### src/rtl/fetch_unit_pkg.sv
`default_nettype none
// +----------------------------------------------------------------------+
// | fetch_unit_pkg: shared types and constants for the fetch stage        |
// | Revision: 1.0                                                         |
// +----------------------------------------------------------------------+
package fetch_unit_pkg;

  // ysyx_23060251 pc_bus / inst_bus widths
  localparam int PC_BUS_W   = 32;
  localparam int INST_BUS_W = 32;

  typedef enum logic [2:0] {
    S_REQ   = 3'd0,
    S_RESP  = 3'd1,
    S_OUT   = 3'd2,
    S_WAIT  = 3'd3,
    S_FAULT = 3'd4
  } fetch_state_e;

  localparam logic [1:0] FETCH_FAULT_NONE     = 2'b00;
  localparam logic [1:0] FETCH_FAULT_MISALIGN = 2'b01;
  localparam logic [1:0] FETCH_FAULT_BUSERR   = 2'b10;

  localparam logic [1:0]  RESP_OKAY        = 2'b00;
  localparam logic [31:0] DEFAULT_RESET_PC = 32'h8000_0000;

endpackage
`default_nettype wire

### src/rtl/fetch_unit.sv
`default_nettype none
// +----------------------------------------------------------------------+
// | fetch_unit: multi-cycle handshaked instruction fetch, owns the PC     |
// | Revision: 1.0                                                         |
// +----------------------------------------------------------------------+
module fetch_unit
  import fetch_unit_pkg::*;
#(
  parameter int               XLEN           = PC_BUS_W,
  parameter logic [XLEN-1:0]  RESET_PC       = XLEN'(DEFAULT_RESET_PC),
  // Counter value loaded on reset; nonzero only to exercise the wrap.
  parameter logic [31:0]      FETCH_CNT_INIT = 32'h0
) (
  input  logic            clk_i,
  input  logic            rst_i,
  output logic [XLEN-1:0] araddr_o,
  output logic            arvalid_o,
  input  logic            arready_i,
  input  logic [XLEN-1:0] rdata_i,
  input  logic [1:0]      rresp_i,
  input  logic            rvalid_i,
  output logic            rready_o,
  output logic [XLEN-1:0] inst_o,
  output logic            inst_valid_o,
  input  logic            inst_ready_i,
  output logic [XLEN-1:0] pc_o,
  input  logic            npc_valid_i,
  input  logic [XLEN-1:0] npc_i,
  output logic            fault_o,
  output logic [1:0]      fault_cause_o,
  output logic [31:0]     fetch_cnt_o
);

  fetch_state_e state;

  // Handshake outputs are pure state decodes so they never depend on inputs.
  assign arvalid_o    = (state == S_REQ);
  assign rready_o     = (state == S_RESP);
  assign inst_valid_o = (state == S_OUT);
  assign araddr_o     = pc_o;

  always_ff @(posedge clk_i) begin
    if (rst_i) begin
      state         <= S_REQ;
      pc_o          <= RESET_PC;
      inst_o        <= '0;
      fault_o       <= 1'b0;
      fault_cause_o <= FETCH_FAULT_NONE;
      fetch_cnt_o   <= FETCH_CNT_INIT;
    end else begin
      case (state)
        S_REQ: begin
          if (arready_i) state <= S_RESP;
        end
        S_RESP: begin
          if (rvalid_i) begin
            if (rresp_i == RESP_OKAY) begin
              inst_o <= rdata_i;
              state  <= S_OUT;
            end else begin
              fault_o       <= 1'b1;
              fault_cause_o <= FETCH_FAULT_BUSERR;
              state         <= S_FAULT;
            end
          end
        end
        S_OUT: begin
          if (inst_ready_i) begin
            fetch_cnt_o <= fetch_cnt_o + 32'd1;
            state       <= S_WAIT;
          end
        end
        S_WAIT: begin
          if (npc_valid_i) begin
            if (npc_i[1:0] != 2'b00) begin
              fault_o       <= 1'b1;
              fault_cause_o <= FETCH_FAULT_MISALIGN;
              state         <= S_FAULT;
            end else begin
              pc_o  <= npc_i;
              state <= S_REQ;
            end
          end
        end
        S_FAULT: begin
          state <= S_FAULT;
        end
        default: begin
          state <= S_FAULT;
        end
      endcase
    end
  end

endmodule
`default_nettype wire

### config.mk
export PLATFORM = sky130hd
export DESIGN_NAME = fetch_unit
export DESIGN_NICKNAME = d
export VERILOG_FILES = /design/src/rtl/fetch_unit_pkg.sv /design/src/rtl/fetch_unit.sv
export SDC_FILE = /design/constraint.sdc
export NUM_CORES = 1
export LEC_CHECK = 0
export BUFFER_PORTS_ARGS = -buffer_cell sky130_fd_sc_hd__buf_2
export CAP_MARGIN = 20
export CORE_MARGIN = 1
export CORE_UTILIZATION = 30
export DETAILED_ROUTE_END_ITERATION = 6
export HOLD_SLACK_MARGIN = 0.1
export PLACE_DENSITY = 0.55
export RECOVER_POWER = 25
export SLEW_MARGIN = 20
export SYNTH_ARGS = -nofsm -noshare
export SYNTH_HDL_FRONTEND = slang
export SYNTH_SLANG_ARGS = --single-unit
export TNS_END_PERCENT = 20
### constraint.sdc
create_clock -name clk_i -period 2.6 [get_ports clk_i]
set_clock_uncertainty 0.2 [all_clocks]
set_input_delay 0.26 -clock clk_i [delete_from_list [all_inputs] [get_ports clk_i]]
set_output_delay 0.26 -clock clk_i [all_outputs]
set_load 0.03 [all_outputs]
==> results.py <==
metrics = {
    "clock_tree": {
        "cts_hold_buf": 64,
        "clk_pin_slew_ps": 70,
        "cts_tree": "done",
        "clock_latency_ps": 350,
        "h-tree-depth": 3,
        "cts_inserted_buffers": 9,
        "cts_resized": 0,
        "clkSinkCount": 102,
        "root_buffer": "clkbuf_16",
        "clockBufferDepth": 2,
        "cts_setup_buffers": 0,
    },
    "power_and_ir_drop": {
        "leakagePower_nw": 2.428,
        "ir_worst_vdd_uv": 284.6,
        "power_density_mw_per_mm2": 512.1,
    },
    "grt": {
        "grt_pass1_vias": 4022,
        "grt_max_degree": 39,
        "grt_pass1_wl_mm": 19.24,
        "antenna_found_initial": 0,
        "grtUsageTotal_pct": 16.38,
        "grt_overflow_total": 0,
    },
    "critical_path": {
        "crit_type": "register to register",
        "start_kind": "register",
        "path_max_fanout": 11,
        "required_ps": 2670,
        "worstPathArrival_ps": 2270,
        "endpoint_kind": "register",
    },
    "cells_and_area": {
        "nNetsFinal": 840,
        "drive_above_1_share_pct": 23.45,
        "post-route-util_pct": 44.01,
        "multi_input_area_mm2": 0.001958,
        "num_antenna_cells": 0,
        "register_area_mm2": 0.002042,
        "design_area_mm2": 0.006203,
        "area_delta_synth_final_pct": 40.69,
        "n_fill_cell": 1432,
    },
    "flow_run": {
        "drv_cap": 0,
    },
    "sta": {
        "period_minus_slack_ps": 2201,
        "fin_hold_ws_ps": 112.1,
        "maxSlewViolCount": 0,
        "final.period_utilization_pct": 84.66,
        "setup_violations": 0,
        "final_hold_viol_count": 0,
        "fmax_mhz": 454.3,
        "worstMarginPinSlew_ps": 638.7,
        "slew_headroom_pct": 57.03,
        "setup_tns_ps": 0,
        "rsz0062_at_grt": "no",
    },
    "die": {
        "die_y_um": 123.2,
        "die_w_um": 123.2,
        "start_util_pct": 31.28,
        "fp.coreArea_mm2": 0.01410,
        "dieArea_mm2": 0.01519,
        "num_rows": 43,
        "io_pins": 206,
    },
    "detailed_routing": {
        "wire_per_inst_um": 13.65,
        "vias": 4575,
        "drt_first_pass_iters": 5,
        "via_per_inst": 4.806,
        "drtIter0Drc": 211,
        "routed_wl_mm": 12.99,
        "detail-route-antenna-nets": 0,
        "drc": 0,
    },
    "synthesis": {
        "synth_edf_count": 0,
        "synthArstFlopShare_pct": 0,
        "syn_inst": 546,
        "ys.flop_type": "dfxtp_1",
        "synth_common_cells": "nand2_1 (138), dfxtp_1 (102), a21oi_1 (83)",
        "ys_warn_count": 0,
        "synth_area_leader_cell": "dfxtp_1",
        "syn-num-nets": 619,
        "ys_seq_area_share_pct": 46.31,
        "synthDistinctLibCells": 39,
        "synth_top_area_share_pct": 46.31,
        "syn-cell-area_mm2": 0.004409,
        "ys_ff_latch": 102,
        "syn_avg_cell_area_um2": 8.076,
        "synthTopCellsByArea": "dfxtp_1 (46%), nand2_1 (12%), a21oi_1 (9.4%), buf_4 (5.8%), clkbuf_1 (2.1%)",
        "yosys.cell_count.top_type": "nand2_1",
    },
    "placed_design": {
        "place_congestion": 0.8035,
        "portBuffers": 205,
        "dp_hpwl_mm": 9.108,
        "place_area_mm2": 0.005336,
    },
    "outcome": {
        "status": "completed",
    },
    "worst_hold_path": {
        "hold_path_class": "primary input to register",
    },
}
## kinds of logic (layout without fill, tap and decap cells)
logic type | Yosys count | after routing | synth area share (%)
simple gates | 251 | 251 | 27.70
compound gates | 106 | 106 | 13.31
flops | 102 | 102 | 46.31
buf+inv | 72 | 298 | 9.421
xor+xnor | 9 | 9 | 1.788
mux | 5 | 5 | 1.192
fa+ha+maj | 1 | 1 | 0.2837
## power by group
group          switching [mW]  internal, mW
registers             0.00957          1.57
logic                   0.114         0.126
clock network           0.585         0.769
total                   0.709          2.47
## final timing paths
kind,slack (ps),cells after the start,start,endpoint
worst max register to register,400,4,fetch_cnt_o[13]$_SDFFE_PP0P_,fetch_cnt_o[22]$_SDFFE_PP0P_
worst min register to register,250,2,inst_o[17]$_SDFFE_PP0P_,inst_o[17]$_SDFFE_PP0P_
worst max-delay path,400,4,fetch_cnt_o[13]$_SDFFE_PP0P_,fetch_cnt_o[22]$_SDFFE_PP0P_
worst min-delay path,110,2,rst_i,fetch_cnt_o[4]$_SDFFE_PP0P_
## critical path, stage by stage, from the launching register on
cell     delay (ps)
dfxtp_1         450
nand4_2         220
or3_1           570
or4_1           510
a21oi_1         160
## layer usage
metal / vias up / wire (µm) / GRT usage (%) / part of all wire [%]
met2: 178 / 6363 / 28.42 / 49
met5: - / 0 / 0 / 0
met4: 0 / 313 / 8.961 / 2.4
li1: 2301 / - / - / -
met3: 26 / 780 / 3.552 / 6.0
met1: 2070 / 5533 / 18.62 / 43
## layout by cell type (no fill, tap or decap), types with 4 or more instances in the layout
| cell | n |
|---|---|
| nand2_1 | 138 |
| and4_1 | 5 |
| inv_1 | 4 |
| or3_1 | 7 |
| buf_4 | 10 |
| o31ai_1 | 11 |
| o41ai_1 | 4 |
| buf_2 | 145 |
| o21ai_0 | 5 |
| clkbuf_16 | 9 |
| dfxtp_1 | 102 |
| and3_1 | 5 |
| or4_1 | 11 |
| clkbuf_1 | 59 |
| nand4_1 | 12 |
| nand3_1 | 15 |
| nand4b_1 | 5 |
| a21oi_1 | 83 |
| nor3_1 | 6 |
| nor2_1 | 22 |
| xor2_1 | 6 |
| dlygate4sd3_1 | 64 |
| nor4_1 | 6 |
## flip-flops by register name, summed over array words and instances (netlist names)
name / count
araddr_o: 32
fetch_cnt_o: 32
inst_o: 32
state: 3
fault_cause_o: 2
fault_o: 1
## through the flow
| stage | power (mW) | worst slack (ps) | cells |
|---|---|---|---|
| 6_report | 3.177 | 398.9 | 952 |
| 5_1_grt | 3.313 | 231.7 | 952 |
| 4_1_cts | 3.234 | 392.8 | 952 |
| 3_5_place_dp | 1.786 | 418.7 | 872 |
| 3_3_place_gp | 1.783 | 491.1 | 872 |
| 2_1_floorplan | 1.705 | 395.8 | 546 |
## cell type report
class / instances / share of cell area (%)
Multi-Input combinational cell: 372 / 31.57
Tap cell: 180 / 3.630
Sequential cell: 102 / 32.92
Timing Repair Buffer: 278 / 26.81
Inverter: 4 / 0.2420
Clock inverter: 6 / 0.9883
Clock buffer: 10 / 3.852
Power figures use the tool's default switching activity.
